[src/rtl/rpn_pkg.sv]
// rpn_pkg: opcodes, error codes and FSM states shared by the RPN stack controller.
package rpn_pkg;
    localparam logic [2:0] OP_SOMA  = 3'd0;
    localparam logic [2:0] OP_SUB   = 3'd1;
    localparam logic [2:0] OP_MULTI = 3'd2;
    localparam logic [2:0] OP_DIV   = 3'd3;
    localparam logic [2:0] OP_AND   = 3'd4;
    localparam logic [2:0] OP_OR    = 3'd5;
    localparam logic [2:0] OP_XOR   = 3'd6;
    localparam logic [2:0] OP_NOT   = 3'd7;

    localparam logic [1:0] ERR_NONE = 2'b00;
    localparam logic [1:0] ERR_OVF  = 2'b01;
    localparam logic [1:0] ERR_UNF  = 2'b10;
    localparam logic [1:0] ERR_DIV0 = 2'b11;

    typedef enum logic [1:0] {ST_IDLE, ST_EXEC, ST_WB} state_t;
endpackage

[src/rtl/rpn_pilha.sv]
// rpn_pilha: operand stack register file with push, pop-two-push-one, replace-top, clear and depth count.
module rpn_pilha #(
    parameter int PROFUNDIDADE = 4,
    localparam int DW = $clog2(PROFUNDIDADE + 1),
    localparam int AW = $clog2(PROFUNDIDADE)
) (
    input  logic          i_clk,
    input  logic          i_rst,
    input  logic          i_clear,
    input  logic          i_push,
    input  logic [7:0]    i_data,
    input  logic          i_pop2,
    input  logic          i_repl,
    input  logic [7:0]    i_wdata,
    output logic [7:0]    o_top,
    output logic [7:0]    o_second,
    output logic [DW-1:0] o_depth,
    output logic          o_full
);
    localparam logic [DW-1:0] FULL = DW'(PROFUNDIDADE);

    logic [7:0]    r_mem [PROFUNDIDADE];
    logic [DW-1:0] r_depth;
    logic [AW-1:0] w_ipush, w_itop, w_isec;

    // Entry 0 is the bottom; the top lives at index depth-1.
    assign w_ipush  = AW'(r_depth);
    assign w_itop   = AW'(r_depth - 1'b1);
    assign w_isec   = AW'(r_depth - 2'd2);
    assign o_full   = (r_depth == FULL);
    assign o_depth  = r_depth;
    assign o_top    = (r_depth == '0) ? 8'h00 : r_mem[w_itop];
    assign o_second = |r_depth[DW-1:1] ? r_mem[w_isec] : 8'h00;

    always_ff @(posedge i_clk) begin
        if (i_rst || i_clear) begin
            r_depth <= '0;
            for (int i = 0; i < PROFUNDIDADE; i++) r_mem[i] <= 8'h00;
        end else if (i_push) begin
            if (!o_full) begin
                r_mem[w_ipush] <= i_data;
                r_depth        <= r_depth + 1'b1;
            end
        end else if (i_pop2) begin
            r_mem[w_isec] <= i_wdata;
            r_depth       <= r_depth - 1'b1;
        end else if (i_repl) begin
            r_mem[w_itop] <= i_wdata;
        end
    end
endmodule

[src/rtl/rpn_controlador.sv]
// rpn_controlador: RPN stack controller issuing Sel/OperA/OperB to the ALU and writing Result back.
// Define RPN_DIV_ZERO_CHECK_EN to reject Div with a zero top entry (error 11).
module rpn_controlador
    import rpn_pkg::*;
#(
    parameter int PROFUNDIDADE = 4
) (
    input  logic                              Clk,
    input  logic                              Rst,
    input  logic                              Limpar,
    input  logic                              Push,
    input  logic [7:0]                        Entrada,
    input  logic                              OpValid,
    input  logic [2:0]                        OpCode,
    input  logic [7:0]                        Result,
    output logic [2:0]                        Sel,
    output logic [7:0]                        OperA,
    output logic [7:0]                        OperB,
    output logic [7:0]                        Topo,
    output logic [$clog2(PROFUNDIDADE+1)-1:0] Profundidade,
    output logic                              Busy,
    output logic [1:0]                        ErroCod
);
    localparam int DW = $clog2(PROFUNDIDADE + 1);

    state_t     r_state;
    logic [2:0] r_sel;
    logic [7:0] r_opa, r_opb;
    logic [1:0] r_err;
    logic [7:0] w_top, w_sec;
    logic       w_full, w_idle, w_is_not, w_enough, w_div0;

    assign w_idle   = (r_state == ST_IDLE);
    assign w_is_not = (OpCode == OP_NOT);
    assign w_enough = w_is_not ? |Profundidade : |Profundidade[DW-1:1];
`ifdef RPN_DIV_ZERO_CHECK_EN
    assign w_div0   = (OpCode == OP_DIV) && (w_top == 8'h00);
`else
    assign w_div0   = 1'b0;
`endif

    rpn_pilha #(.PROFUNDIDADE(PROFUNDIDADE)) u_pilha (
        .i_clk    (Clk),
        .i_rst    (Rst),
        .i_clear  (Limpar),
        .i_push   (w_idle && Push),
        .i_data   (Entrada),
        .i_pop2   (r_state == ST_EXEC && r_sel != OP_NOT),
        .i_repl   (r_state == ST_EXEC && r_sel == OP_NOT),
        .i_wdata  (Result),
        .o_top    (w_top),
        .o_second (w_sec),
        .o_depth  (Profundidade),
        .o_full   (w_full)
    );

    // The stack is written on the EXEC edge so the result shows during WB.
    always_ff @(posedge Clk) begin
        if (Rst) begin
            r_state <= ST_IDLE;
            r_sel   <= OP_SOMA;
            r_opa   <= 8'h00;
            r_opb   <= 8'h00;
            r_err   <= ERR_NONE;
        end else if (Limpar) begin
            r_state <= ST_IDLE;
            r_err   <= ERR_NONE;
        end else begin
            case (r_state)
                ST_IDLE: begin
                    if (Push) begin
                        if (w_full && r_err == ERR_NONE) r_err <= ERR_OVF;
                    end else if (OpValid) begin
                        if (!w_enough) begin
                            if (r_err == ERR_NONE) r_err <= ERR_UNF;
                        end else if (w_div0) begin
                            if (r_err == ERR_NONE) r_err <= ERR_DIV0;
                        end else begin
                            r_state <= ST_EXEC;
                            r_sel   <= OpCode;
                            r_opa   <= w_is_not ? w_top : w_sec;
                            r_opb   <= w_is_not ? 8'h00 : w_top;
                        end
                    end
                end
                ST_EXEC: r_state <= ST_WB;
                default: r_state <= ST_IDLE;
            endcase
        end
    end

    assign Sel     = r_sel;
    assign OperA   = r_opa;
    assign OperB   = r_opb;
    assign Topo    = w_top;
    assign Busy    = !w_idle;
    assign ErroCod = r_err;
endmodule

[config.mk]
export PLATFORM = sky130hd
export DESIGN_NAME = rpn_controlador
export DESIGN_NICKNAME = d
export VERILOG_FILES = /design/src/rtl/rpn_pkg.sv /design/src/rtl/rpn_pilha.sv /design/src/rtl/rpn_controlador.sv
export SDC_FILE = /design/constraint.sdc
export NUM_CORES = 1
export LEC_CHECK = 0
export ABC_CLOCK_PERIOD_IN_PS = 10910
export BUFFER_PORTS_ARGS = -buffer_cell sky130_fd_sc_hd__clkbuf_2
export CORE_MARGIN = 3
export CORE_UTILIZATION = 30
export CTS_CLUSTER_SIZE = 20
export DETAILED_ROUTE_END_ITERATION = 12
export PLACE_DENSITY = 0.59
export SYNTH_ARGS = -nofsm -noshare
export SYNTH_HDL_FRONTEND = slang
export SYNTH_SLANG_ARGS = --single-unit
export TNS_END_PERCENT = 1
[constraint.sdc]
create_clock -name Clk -period 10.91 [get_ports Clk]
set_clock_uncertainty 0.15 [all_clocks]
set_input_delay 2.182 -clock Clk [delete_from_list [all_inputs] [get_ports Clk]]
set_output_delay 2.182 -clock Clk [all_outputs]
set_load 0.05 [all_outputs]
After elaboration in Yosys (flattened, before gate mapping)
Memory sizes are Yosys's and may differ from the RTL's.
Index checks and enable logic that the tools add are counted.
{"block": "classes", "addsub": 3, "eq_ne": 11, "mux": 41, "bitwise": 2, "n_reduce_logical": 22}
{"cell": "$mux W8", "count": 7}
{"cell": "$reduce_or A8 Y1", "count": 3}
{"cell": "$mux W2", "count": 11}
{"cell": "$mux W1", "count": 19}
{"cell": "$reduce_and A5 Y1", "count": 2}
{"cell": "$eq A3 B3 Y1 const B", "count": 3}
{"cell": "$mux W3", "count": 3}
{"cell": "$ne A2 B2 Y1 const B", "count": 4}
{"cell": "$reduce_bool A2 Y1", "count": 3}
{"cell": "$logic_and A1 B1 Y1", "count": 4}
{"cell": "$logic_not A2 Y1", "count": 2}
{"cell": "$ne A2 B1 Y1 const B", "count": 2}
{"cell": "$pmux W2 S2", "count": 1}
{"cell": "$reduce_or A2 Y1", "count": 2}
{"cell": "$add A3 B1 Y3 const B", "count": 1}
{"cell": "$logic_not A3 Y1", "count": 1}
{"cell": "$ne A3 B3 Y1 const B", "count": 1}
{"cell": "$reduce_and A3 Y1", "count": 1}
{"cell": "$reduce_or A3 Y1", "count": 1}
{"cell": "$sub A3 B1 Y3 const B", "count": 1}
{"cell": "$eq A2 B1 Y1 const B", "count": 1}
{"cell": "$not A1 Y1", "count": 2}
{"cell": "$reduce_and A2 Y1", "count": 1}
{"cell": "$sub A2 B2 Y2 const B", "count": 1}
{"cell": "2 further kinds", "count": 2}
{"block": "word_totals", "register_bits": 26, "ram_bits": 32, "inputBits": 24, "output_inout_bits": 33, "word_cells": 86, "n_memories": 1}
{"name": "u_pilha.r_mem", "words": 4, "word_bits": 8, "read_ports": 2, "rd_ports_with_merged_regs": 0, "wr": 4, "line": "rpn_pilha.sv:22", "text": "logic [7:0] r_mem [PROFUNDIDADE];"}

Logic depth before layout (Yosys ltp)
Gate-level depths: netlist of run 1.
{"block": "depth", "depth_word": 9, "mapped_depth": 9, "mapped_depth_nobuf": 6}

By module
From an unflattened synthesis of run 1, not the netlist that was laid out.
{"block": "hier_totals", "hier_cells": 269, "hier_area_um2": 3016.6}
{"module": "rpn_pilha", "n_inst": 1, "cells_each": 162, "area_each_um2": 2052.0, "seq_area_each_um2": 1021.0}
{"module": "rpn_controlador", "n_inst": 1, "cells_each": 107, "area_each_um2": 964.7, "seq_area_each_um2": 460.4}

Worst setup path before layout of run 1
OpenSTA, ideal clock, no wires.
{"block": "synth_timing", "path_type": "reg-to-output", "from": "register u_pilha.r_depth[0], in the netlist u_pilha.o_depth[0]", "to": "output Topo[0]", "t_arrival_ns": 2.786, "required_time_ns": 8.578, "setup_slack_ns": 5.792, "stages_incl_launch_ff": 8, "n_path_buf": 3, "cell_sequence": "dfxtp_1 -> buf_2 -> buf_2 -> inv_1 -> ha_1 -> clkbuf_1 -> mux4_2 -> and2_1"}
{"block": "synth_via", "elab_chain_len": 3, "word_cells_on_any_way": 4, "classes_between": "add/sub (1); mux (1); reduce/logical (1); memory (1)"}
{"item": "from (decl)", "line": "rpn_pilha.sv:23", "text": "logic [DW-1:0] r_depth;"}
{"item": "from (signal assigned)", "line": "rpn_pilha.sv:42", "text": "r_depth <= r_depth + 1'b1;"}
{"item": "from (signal assigned)", "line": "rpn_pilha.sv:46", "text": "r_depth <= r_depth - 1'b1;"}
{"item": "$sub A3 B1 Y3"}
{"item": "$mem_v2 Z4 W8"}
{"item": "$mux W8 *", "line": "rpn_pilha.sv:32", "text": "assign o_top = (r_depth == '0) ? 8'h00 : r_mem[w_itop];"}
{"item": "to (decl)", "line": "rpn_controlador.sv:19", "text": "output logic [7:0] Topo,"}
Every way passes the cells marked *; elsewhere a longest branch is shown, timed or not.

Worst setup path in the final report of run 1
{"block": "layout_timing", "from": "register u_pilha.r_depth[1], in the netlist u_pilha.o_depth[1]", "to": "output Topo[1]"}
The elaborated chain is that of the path after synthesis.

==> impl_metrics.env, run 1 <==
export IMPL_grt_max_degree=28
export IMPL_placement_rows=35
export IMPL_ratio_of_final_minimum_period_to_clock_period_pct=46.4
export IMPL_num_vias=2310
export IMPL_grt_antenna_before_repair=0
export IMPL_syn_to_final_growth_pct=20.6
export IMPL_synth_top_cell_area_share_pct=32.3
export IMPL_internal_power_mw=0.402
export IMPL_placedInstanceArea_mm2=0.00335
export IMPL_groute_usage_overall_pct=13.1
export IMPL_dieArea_mm2=0.0111
export IMPL_power_static_leakage_nw=1.36
export IMPL_initial_core_util_pct=31.6
export IMPL_clock_tree_htree_level_count=3
export IMPL_design_core_area_mm2=0.00942
export IMPL_worstPathArrival_ns=2.73
export IMPL_chipWidth_um=106
export IMPL_wl_per_cell_um=15.2
export IMPL_nNetsFinal=351
export IMPL_dominantRegCellSynth="sky130_fd_sc_hd__edfxtp_1"
export IMPL_yosys_cell_count_top_type="sky130_fd_sc_hd__nor2_1"
export IMPL_syn_mean_instance_area_um2=10.9
export IMPL_synthesis_area_mm2=0.00297
export IMPL_synth_sequential_area_ratio_pct=49.9
export IMPL_hold_class="reg -> reg"
export IMPL_post_cts_resize_count=0
export IMPL_timing_critical_path_slowest_stage_cell="sky130_fd_sc_hd__dfxtp_1"
export IMPL_slew_viol_final=0
export IMPL_hold_buffers=0
export IMPL_dp_final_hpwl_mm=5.36
export IMPL_max_vdd_ir_drop_v=0.0000489
export IMPL_antenna_cells_inserted=0
export IMPL_synth_largest_area_cell="sky130_fd_sc_hd__edfxtp_1"
export IMPL_post_layout_utilization_of_the_core_pct=38.1
export IMPL_yosys_warnings=0
export IMPL_global_route_wire_length_before_repair_mm=11.5
export IMPL_critical_path_class="reg -> out"
export IMPL_cts_reportedPaths_clkPinSlew_ns=0.07
export IMPL_tritoncts="built"
export IMPL_power_frac_seq_pct=45.6
export IMPL_vias_in_the_first_global_route=2224
export IMPL_wl_mm=6.97
export IMPL_worst_skew_pair_late_latency_ns=0.34
export IMPL_worst_setup_path_end_kind="output pin"
export IMPL_fillers=940
export IMPL_max_slew_worst_pin_slew_ns=1.19
export IMPL_power_density_mw_per_mm2=151
export IMPL_slew_limit_headroom_pct=20.5
export IMPL_number_of_enable_type_register_cells_in_the_synthesized_netlist=32
export IMPL_report_power_total_mw=0.541
export IMPL_worstHoldPathCells=2
export IMPL_drt_first_pass_iters=4
export IMPL_clkSinkCount=58
export IMPL_p_switching_mw=0.139
export IMPL_place_port_buffers=56
export IMPL_drtIter0Drc=106
export IMPL_antenna_violating_nets_left=0
export IMPL_post_synth_inst_count=273
export IMPL_setup_viol=0
export IMPL_finalHoldViolations=0
export IMPL_tns_ns=0
export IMPL_comb_power_share_pct=13.7
export IMPL_final_layout_size_suffix_gt1_share_pct=30.1
export IMPL_fp_dieH_um=106
export IMPL_finalHoldWorstSlack_ns=0.302
export IMPL_fmax_mhz=198
export IMPL_synth_cell_types=41
export IMPL_synthesis_nets=300
export IMPL_netlist_top_cells_area="sky130_fd_sc_hd__edfxtp_1 32%, sky130_fd_sc_hd__dfxtp_1 18%, sky130_fd_sc_hd__mux4_2 12%"
export IMPL_clock_tree_buffer_depth=2
export IMPL_grt_overflow_total=0
export IMPL_unrepaired_setup_endpoints_after_global_routing="false"
export IMPL_post_route_drc_count=0
export IMPL_critical_path_required_ns=8.58
export IMPL_ys_async_rst_share_pct=0
export IMPL_crit_path_start_kind="register"
export IMPL_reg2regPathDepth=6
export IMPL_drv_cap=0
export IMPL_final_area_mm2=0.00358
export IMPL_netSwitchingFraction_pct=25.6
export IMPL_fin_crit_ns=5.06
export IMPL_cts_buffers_inserted=9
export IMPL_crit_path_cell_trace="inv_1 > ha_1 > mux4_2 > and2_1 > clkbuf_2"
export IMPL_crit_fanout=15
export IMPL_power_frac_clock_pct=40.7
export IMPL_avgViaCountPerCell=5.04
export IMPL_pin_count=57
export IMPL_critPathMaxStageDelay_ns=0.74
export IMPL_clock_tree_root_cell="sky130_fd_sc_hd__clkbuf_8"
export IMPL_cts_setup_buffers=0
export IMPL_globalplace_congestion=0.798
export IMPL_status="completed"
export IMPL_most_used_standard_cells_in_the_synthesized_netlist="34 x sky130_fd_sc_hd__nor2_1, 32 x sky130_fd_sc_hd__edfxtp_1, 26 x sky130_fd_sc_hd__dfxtp_1, 26 x sky130_fd_sc_hd__nand3_1, 19 x sky130_fd_sc_hd__nand2_1"
export IMPL_number_of_register_bits_inferred_by_synthesis=58
==> power groups by stage <==
stage | logic (mW) | clock network, mW | registers [mW]
after global placement | 0.0737 | 0 | 0.251
after global routing | 0.0806 | 0.234 | 0.247
final | 0.0740 | 0.220 | 0.246
after CTS | 0.0748 | 0.226 | 0.246
after detailed placement | 0.0746 | 0 | 0.251
after floorplan | 0.0510 | 0 | 0.254
==> registers in the layout, indices dropped and copies added, names as in the netlist <==
| signal | flops |
|---|---|
| u_pilha.r_mem | 32 |
| OperB | 8 |
| ErroCod | 2 |
| Sel | 3 |
| r_state | 2 |
| u_pilha.o_depth | 3 |
| OperA | 8 |
==> worst max-delay path, delay by kind of cell (launching register included) <==
| family | cells | cell delay [ns] |
|---|---|---|
| flops | 1 | 0.74 |
| fa+ha+maj | 1 | 0.64 |
| mux | 1 | 0.42 |
| buf+inv | 2 | 0.41 |
| simple gates | 1 | 0.18 |
==> layer usage <==
metal / global-route usage, % / part of all wire [%]
met4: 6.66 / 2.1
met3: 2.14 / 4.4
met2: 19.7 / 45
met5: 0 / 0
met1: 18.1 / 49
==> cell families after synthesis <==
logic type,Yosys count,synth area share [%]
flops,58,49.9
xor+xnor,2,0.590
buf+inv,28,4.00
compound gates,47,12.5
fa+ha+maj,3,1.26
mux,18,12.8
simple gates,117,19.0
==> metrics by stage <==
stage / std cells / worst slack, ns
after detailed placement: 442 / 5.89
after floorplan: 273 / 5.79
after global placement: 442 / 6.04
final: 458 / 5.85
after global routing: 458 / 5.70
after CTS: 458 / 5.80
==> cells in the final DEF, fill, tap and decap left out, types with 2 or more instances in the layout <==
cell type and instances:
sky130_fd_sc_hd__nor3_1 8, sky130_fd_sc_hd__or2_2 3, sky130_fd_sc_hd__clkbuf_16 2, sky130_fd_sc_hd__inv_1 10, sky130_fd_sc_hd__nand2_1 19, sky130_fd_sc_hd__clkbuf_2 56
sky130_fd_sc_hd__xnor2_1 2, sky130_fd_sc_hd__and2_1 8, sky130_fd_sc_hd__nor2b_1 2, sky130_fd_sc_hd__dfxtp_1 26, sky130_fd_sc_hd__and3_1 2, sky130_fd_sc_hd__o21ai_0 2
sky130_fd_sc_hd__mux2i_1 2, sky130_fd_sc_hd__edfxtp_1 32, sky130_fd_sc_hd__a311oi_1 8, sky130_fd_sc_hd__or3_1 2, sky130_fd_sc_hd__ha_1 3, sky130_fd_sc_hd__a31o_2 2
sky130_fd_sc_hd__nand2b_1 10, sky130_fd_sc_hd__a32oi_1 8, sky130_fd_sc_hd__a21oi_1 16, sky130_fd_sc_hd__nand3_1 26, sky130_fd_sc_hd__buf_4 2, sky130_fd_sc_hd__nor2_1 34
sky130_fd_sc_hd__clkbuf_8 13, sky130_fd_sc_hd__mux4_2 16
==> final cells by class <==
type / instances / area, µm² / area share (%)
clock inverter: 1 / 8.76 / 0.244
timing repair buffer: 58 / 295 / 8.24
tap: 129 / 161 / 4.50
multi-input combinational: 187 / 1370 / 38.3
inverter: 10 / 37.5 / 1.05
clock buffer: 15 / 229 / 6.39
sequential: 58 / 1480 / 41.3
==> worst paths after layout <==
| check | to | startpoint | slack [ns] |
|---|---|---|---|
| worst max-delay path | Topo[1] | u_pilha.o_depth[1] | 5.85 |
| worst min-delay path | OperB[7] | OperB[7] | 0.30 |
| worst max register to register | u_pilha.r_mem[1][0] | u_pilha.o_depth[1] | 6.57 |
| worst min register to register | OperB[7] | OperB[7] | 0.30 |
Note: power is estimated with default switching activity, not from simulation.
==> run 2: changes to the inputs <==
ABC_CLOCK_PERIOD_IN_PS = 4310   (was 10910)
PLACE_DENSITY = 0.6   (was 0.59)
clock period = 4.31 ns   (was 10.91 ns; I/O delays follow)
==> run 2 against run 1 <==
Global-route usage is 0.46 points higher. Count of clock-buffer cells in the layout is 6 lower. Utilization is 0.36 points higher. Sequential share of layout area is 0.39 points lower. Non-clock buffer count is 3 higher. Total power grew to 2.7 times the previous value. Largest power group unchanged. Die area stayed put. Clock power grew to 2.8 times the previous value. Flip-flop and latch count stayed put. Routed wire length is 2.7% higher. Sequential power grew to 2.5 times the previous value. Hold slack worse by 0.0018 ns.
==> impl_metrics.env, run 2 (synthesis results as in run 1) <==
export IMPL_vias_in_the_first_global_route=2294
export IMPL_grt_overflow_total=0
export IMPL_post_cts_resize_count=0
export IMPL_design_core_area_mm2=0.00942
export IMPL_report_power_total_mw=1.44
export IMPL_antenna_cells_inserted=0
export IMPL_tritoncts="built"
export IMPL_syn_to_final_growth_pct=21.8
export IMPL_placement_rows=35
export IMPL_fillers=938
export IMPL_num_vias=2323
export IMPL_drt_first_pass_iters=6
export IMPL_fin_crit_ns=3.73
export IMPL_wl_mm=7.16
export IMPL_chipWidth_um=106
export IMPL_final_area_mm2=0.00362
export IMPL_clock_tree_buffer_depth=2
export IMPL_max_slew_worst_pin_slew_ns=0.813
export IMPL_drtIter0Drc=172
export IMPL_slew_limit_headroom_pct=45.6
export IMPL_critical_path_class="reg -> out"
export IMPL_hold_class="reg -> reg"
export IMPL_placedInstanceArea_mm2=0.00337
export IMPL_critical_path_required_ns=3.30
export IMPL_drv_cap=0
export IMPL_antenna_violating_nets_left=0
export IMPL_critPathMaxStageDelay_ns=0.72
export IMPL_max_flop_register="u_pilha.r_mem"
export IMPL_worstPathArrival_ns=2.71
export IMPL_power_static_leakage_nw=1.37
export IMPL_crit_path_start_kind="register"
export IMPL_fmax_mhz=268
export IMPL_final_layout_size_suffix_gt1_share_pct=30.7
export IMPL_final_cell_mix="56 x sky130_fd_sc_hd__clkbuf_2, 34 x sky130_fd_sc_hd__nor2_1, 32 x sky130_fd_sc_hd__edfxtp_1"
export IMPL_groute_usage_overall_pct=13.5
export IMPL_max_vdd_ir_drop_v=0.000170
export IMPL_timing_critical_path_slowest_stage_cell="sky130_fd_sc_hd__dfxtp_1"
export IMPL_pin_count=57
export IMPL_slew_viol_final=0
export IMPL_place_port_buffers=56
export IMPL_avgViaCountPerCell=5.04
export IMPL_ratio_of_final_minimum_period_to_clock_period_pct=86.5
export IMPL_post_route_drc_count=0
export IMPL_power_density_mw_per_mm2=397
export IMPL_footprint_of_the_multi_input_gates_mm2=0.00137
export IMPL_dp_final_hpwl_mm=5.59
export IMPL_crit_fanout=15
export IMPL_clock_tree_htree_level_count=3
export IMPL_initial_core_util_pct=31.6
export IMPL_setup_viol=0
export IMPL_layout_commonest_cell="sky130_fd_sc_hd__clkbuf_2"
export IMPL_number_of_flip_flops_under_the_largest_register_name=32
export IMPL_cts_reportedPaths_clkPinSlew_ns=0.07
export IMPL_global_route_wire_length_before_repair_mm=11.9
export IMPL_grt_max_degree=28
export IMPL_nNetsFinal=354
export IMPL_cts_setup_buffers=0
export IMPL_worst_skew_pair_late_latency_ns=0.33
export IMPL_crit_path_cell_trace="inv_1 > ha_1 > mux4_2 > and2_1 > clkbuf_2"
export IMPL_clock_tree_root_cell="sky130_fd_sc_hd__clkbuf_8"
export IMPL_wl_per_cell_um=15.5
export IMPL_globalplace_congestion=0.787
export IMPL_tns_ns=0
export IMPL_status="completed"
export IMPL_cts_buffers_inserted=9
export IMPL_finalHoldViolations=0
export IMPL_fp_dieH_um=106
export IMPL_worst_path_buf_inv=2
export IMPL_clkSinkCount=58
export IMPL_dieArea_mm2=0.0111
export IMPL_worst_setup_path_end_kind="output pin"
export IMPL_unrepaired_setup_endpoints_after_global_routing="false"
export IMPL_grt_antenna_before_repair=0
export IMPL_seq_area_mm2=0.00148
export IMPL_dominant_delay_contributor_by_cell_family_on_the_critical_path="flip-flops"
export IMPL_hold_buffers=0
==> run 2: cell types whose count changed in the layout (fill, tap and decap cells not counted), sizes merged <==
cell and change:
clkbuf -6, buf +3, bufinv +3, clkinv +2
inv +1
==> run 2: through the flow <==
step,std cells,setup WS [ns],hold WS [ns],util (%)
CTS,461,0.567,0.308,38.4
detailed placement,445,0.901,0.299,35.8
global placement,445,1.01,0.290,35.8
floorplan,273,0.435,0.378,-
global route,461,0.437,0.322,38.4
finish,461,0.583,0.300,38.4
==> run 2: layout make-up <==
| class | count | area share [%] |
|---|---|---|
| Clock buffer | 9 | 3.42 |
| Clock inverter | 7 | 3.46 |
| Inverter | 10 | 1.04 |
| Multi-Input combinational cell | 187 | 37.9 |
| Sequential cell | 58 | 40.9 |
| Tap cell | 129 | 4.46 |
| Timing Repair Buffer | 61 | 8.78 |
==> run 2: worst paths after layout <==
kind                         end  depth (start not counted)               start  slack (ns)
max                      Topo[7]                          5  u_pilha.o_depth[1]        0.58
min reg2reg             OperB[6]                          2            OperB[6]        0.30
min                     OperB[6]                          2            OperB[6]        0.30
max reg2reg  u_pilha.r_mem[3][5]                          7  u_pilha.o_depth[1]        0.87
==> run 2: layer usage <==
metal | vias to the layer above | routed length, µm | GRT usage (%) | part of all wire (%)
li1 | 1130 | - | - | -
met1 | 1105 | 3290 | 18.7 | 46
met2 | 80 | 3330 | 20.5 | 46
met3 | 8 | 447 | 3.00 | 6.2
met4 | 0 | 97 | 5.55 | 1.4
met5 | - | 0 | 0 | 0
==> run 2: report_power, final <==
| part | switching [mW] | internal (mW) | leakage (nW) |
|---|---|---|---|
| Clock | 0.232 | 0.389 | 0.124 |
| Sequential | 0.0174 | 0.607 | 0.567 |
| Combinational | 0.121 | 0.0689 | 0.682 |
==> run 2: worst reg2reg max path, cell delays in order (launching register included) <==
cell                       delay [ns]
sky130_fd_sc_hd__dfxtp_1         0.72
sky130_fd_sc_hd__inv_1           0.18
sky130_fd_sc_hd__ha_1            0.27
sky130_fd_sc_hd__a211oi_1        0.28
sky130_fd_sc_hd__buf_4           0.22
sky130_fd_sc_hd__a22oi_1         0.19
sky130_fd_sc_hd__o221a_2         0.40
sky130_fd_sc_hd__a21oi_1         0.66
==> run 3: changes to the inputs <==
PLACE_DENSITY = 0.62   (was 0.6)
==> run 3 against run 2 <==
Die area unchanged. Critical path depth unchanged. Cell count unchanged. Register-to-register slack improved by 0.09 ns. Sequential share of layout area increased by 0.26 points. Count of clock-buffer cells in the layout unchanged. Setup slack improved by 0.039 ns. Largest cell class unchanged. First-iteration DRC count decreased by 13%. Highest routed layer unchanged. Largest power group unchanged. Total power decreased by 3.8%. Combinational power about the same. Global-route usage decreased by 0.19 points.
==> impl_metrics.env, run 3 (synthesis results as in run 1) <==
export IMPL_status="completed"
export IMPL_seq_area_mm2=0.00148
export IMPL_placed_cells_incl_taps=445
export IMPL_drtIter0Drc=149
export IMPL_final_instance_count_excl_fill=461
export IMPL_chipWidth_um=106
export IMPL_max_flop_register="u_pilha.r_mem"
export IMPL_netSwitchingFraction_pct=27.1
export IMPL_slew_limit_headroom_pct=41.4
export IMPL_post_route_drc_count=0
export IMPL_layout_commonest_cell="sky130_fd_sc_hd__clkbuf_2"
export IMPL_worstHoldPathCells=2
export IMPL_worst_skew_pair_late_latency_ns=0.34
export IMPL_power_density_mw_per_mm2=384
export IMPL_crit_fanout=15
export IMPL_ratio_of_final_minimum_period_to_clock_period_pct=85.6
export IMPL_report_power_total_mw=1.38
export IMPL_antenna_cells_inserted=0
export IMPL_globalplace_congestion=0.753
export IMPL_wl_per_cell_um=15.1
export IMPL_place_port_buffers=56
export IMPL_slew_viol_final=0
export IMPL_cts_buffers_inserted=9
export IMPL_grt_overflow_total=0
export IMPL_initial_core_util_pct=31.6
export IMPL_cts_reportedPaths_clkPinSlew_ns=0.07
export IMPL_tritoncts="built"
export IMPL_final_cell_mix="56 x sky130_fd_sc_hd__clkbuf_2, 34 x sky130_fd_sc_hd__nor2_1, 32 x sky130_fd_sc_hd__edfxtp_1"
export IMPL_pin_count=57
export IMPL_critical_path_class="reg -> out"
export IMPL_highest_signal_layer="met4"
export IMPL_avgViaCountPerCell=5.02
export IMPL_placement_rows=35
export IMPL_wl_met3_um=419
export IMPL_drv_cap=0
export IMPL_final_area_mm2=0.00360
export IMPL_global_route_wire_length_before_repair_mm=11.7
export IMPL_finalHoldWorstSlack_ns=0.303
export IMPL_clock_tree_htree_level_count=3
export IMPL_footprint_of_the_multi_input_gates_mm2=0.00137
export IMPL_critical_path_required_ns=3.30
export IMPL_number_of_flip_flops_under_the_largest_register_name=32
export IMPL_fin_crit_ns=3.69
export IMPL_vias_in_the_first_global_route=2273
export IMPL_comb_power_share_pct=13.7
export IMPL_crit_path_start_kind="register"
export IMPL_post_cts_resize_count=0
export IMPL_antenna_violating_nets_left=0
export IMPL_grt_antenna_before_repair=0
export IMPL_num_vias=2316
export IMPL_design_core_area_mm2=0.00942
export IMPL_grt_max_degree=28
export IMPL_hold_class="reg -> reg"
export IMPL_max_slew_worst_pin_slew_ns=0.876
export IMPL_cts_setup_buffers=0
export IMPL_fillers=942
export IMPL_finalHoldViolations=0
export IMPL_worst_setup_path_end_kind="output pin"
export IMPL_power_static_leakage_nw=1.36
export IMPL_fmax_mhz=271
export IMPL_groute_usage_overall_pct=13.3
export IMPL_hold_buffers=0
export IMPL_worstPathArrival_ns=2.68
export IMPL_dp_final_hpwl_mm=5.41
export IMPL_max_vdd_ir_drop_v=0.000183
export IMPL_met1Wirelength_mm=3.34
export IMPL_placedInstanceArea_mm2=0.00337
export IMPL_routed_met2_length_mm=3.11
export IMPL_fp_dieH_um=106
export IMPL_clock_tree_buffer_depth=2
export IMPL_clkSinkCount=58
export IMPL_unrepaired_setup_endpoints_after_global_routing="false"
export IMPL_tns_ns=0
export IMPL_clock_tree_root_cell="sky130_fd_sc_hd__clkbuf_8"
export IMPL_reg2regPathDepth=7
export IMPL_p_switching_mw=0.375
export IMPL_setup_viol=0
export IMPL_power_frac_clock_pct=41.2
export IMPL_nNetsFinal=354
export IMPL_wl_mm=6.97
export IMPL_power_frac_seq_pct=45.2
export IMPL_internal_power_mw=1.01
export IMPL_drt_first_pass_iters=4
export IMPL_dieArea_mm2=0.0111
export IMPL_final_layout_size_suffix_gt1_share_pct=30.7
export IMPL_syn_to_final_growth_pct=21.0
==> run 3: area by class of cell <==
type | instances | share of cell area (%)
Clock buffer | 9 | 3.44
Clock inverter | 7 | 2.85
Inverter | 10 | 1.04
Multi-Input combinational cell | 187 | 38.1
Sequential cell | 58 | 41.2
Tap cell | 129 | 4.49
Timing Repair Buffer | 61 | 8.84
==> run 3: per-stage QoR <==
step                      worst slack, ns  util [%]
final                               0.622      38.2
after global routing                0.431      38.2
after CTS                           0.611      38.2
after detailed placement            0.957      35.8
after global placement              0.991      35.8
after floorplan                     0.435         -
==> run 3: metal layers <==
metal | GRT usage, % | vias up
li1 | - | 1139
met2 | 20.3 | 72
met1 | 18.5 | 1094
met4 | 5.00 | 0
met3 | 3.06 | 11
met5 | 0 | -
==> run 3: final timing paths <==
| kind | start | endpoint | slack [ns] |
|---|---|---|---|
| max reg2reg | u_pilha.o_depth[1] | u_pilha.r_mem[3][1] | 0.96 |
| max | u_pilha.o_depth[1] | Topo[7] | 0.62 |
| min reg2reg | OperB[2] | OperB[2] | 0.30 |
| min | OperB[2] | OperB[2] | 0.30 |
==> run 3: power by group through the flow <==
stage | clock [mW] | combinational [mW] | sequential, mW
floorplan | 0 | 0.129 | 0.643
finish | 0.569 | 0.189 | 0.623
detailed placement | 0 | 0.189 | 0.636
global route | 0.599 | 0.206 | 0.627
CTS | 0.577 | 0.190 | 0.623
global placement | 0 | 0.187 | 0.634
==> run 3: worst max-delay path: stages (launching register included) <==
cell and delay [ns]:
sky130_fd_sc_hd__dfxtp_1 0.70, sky130_fd_sc_hd__inv_1 0.17, sky130_fd_sc_hd__ha_1 0.62, sky130_fd_sc_hd__mux4_2 0.43
sky130_fd_sc_hd__and2_1 0.19, sky130_fd_sc_hd__clkbuf_2 0.23
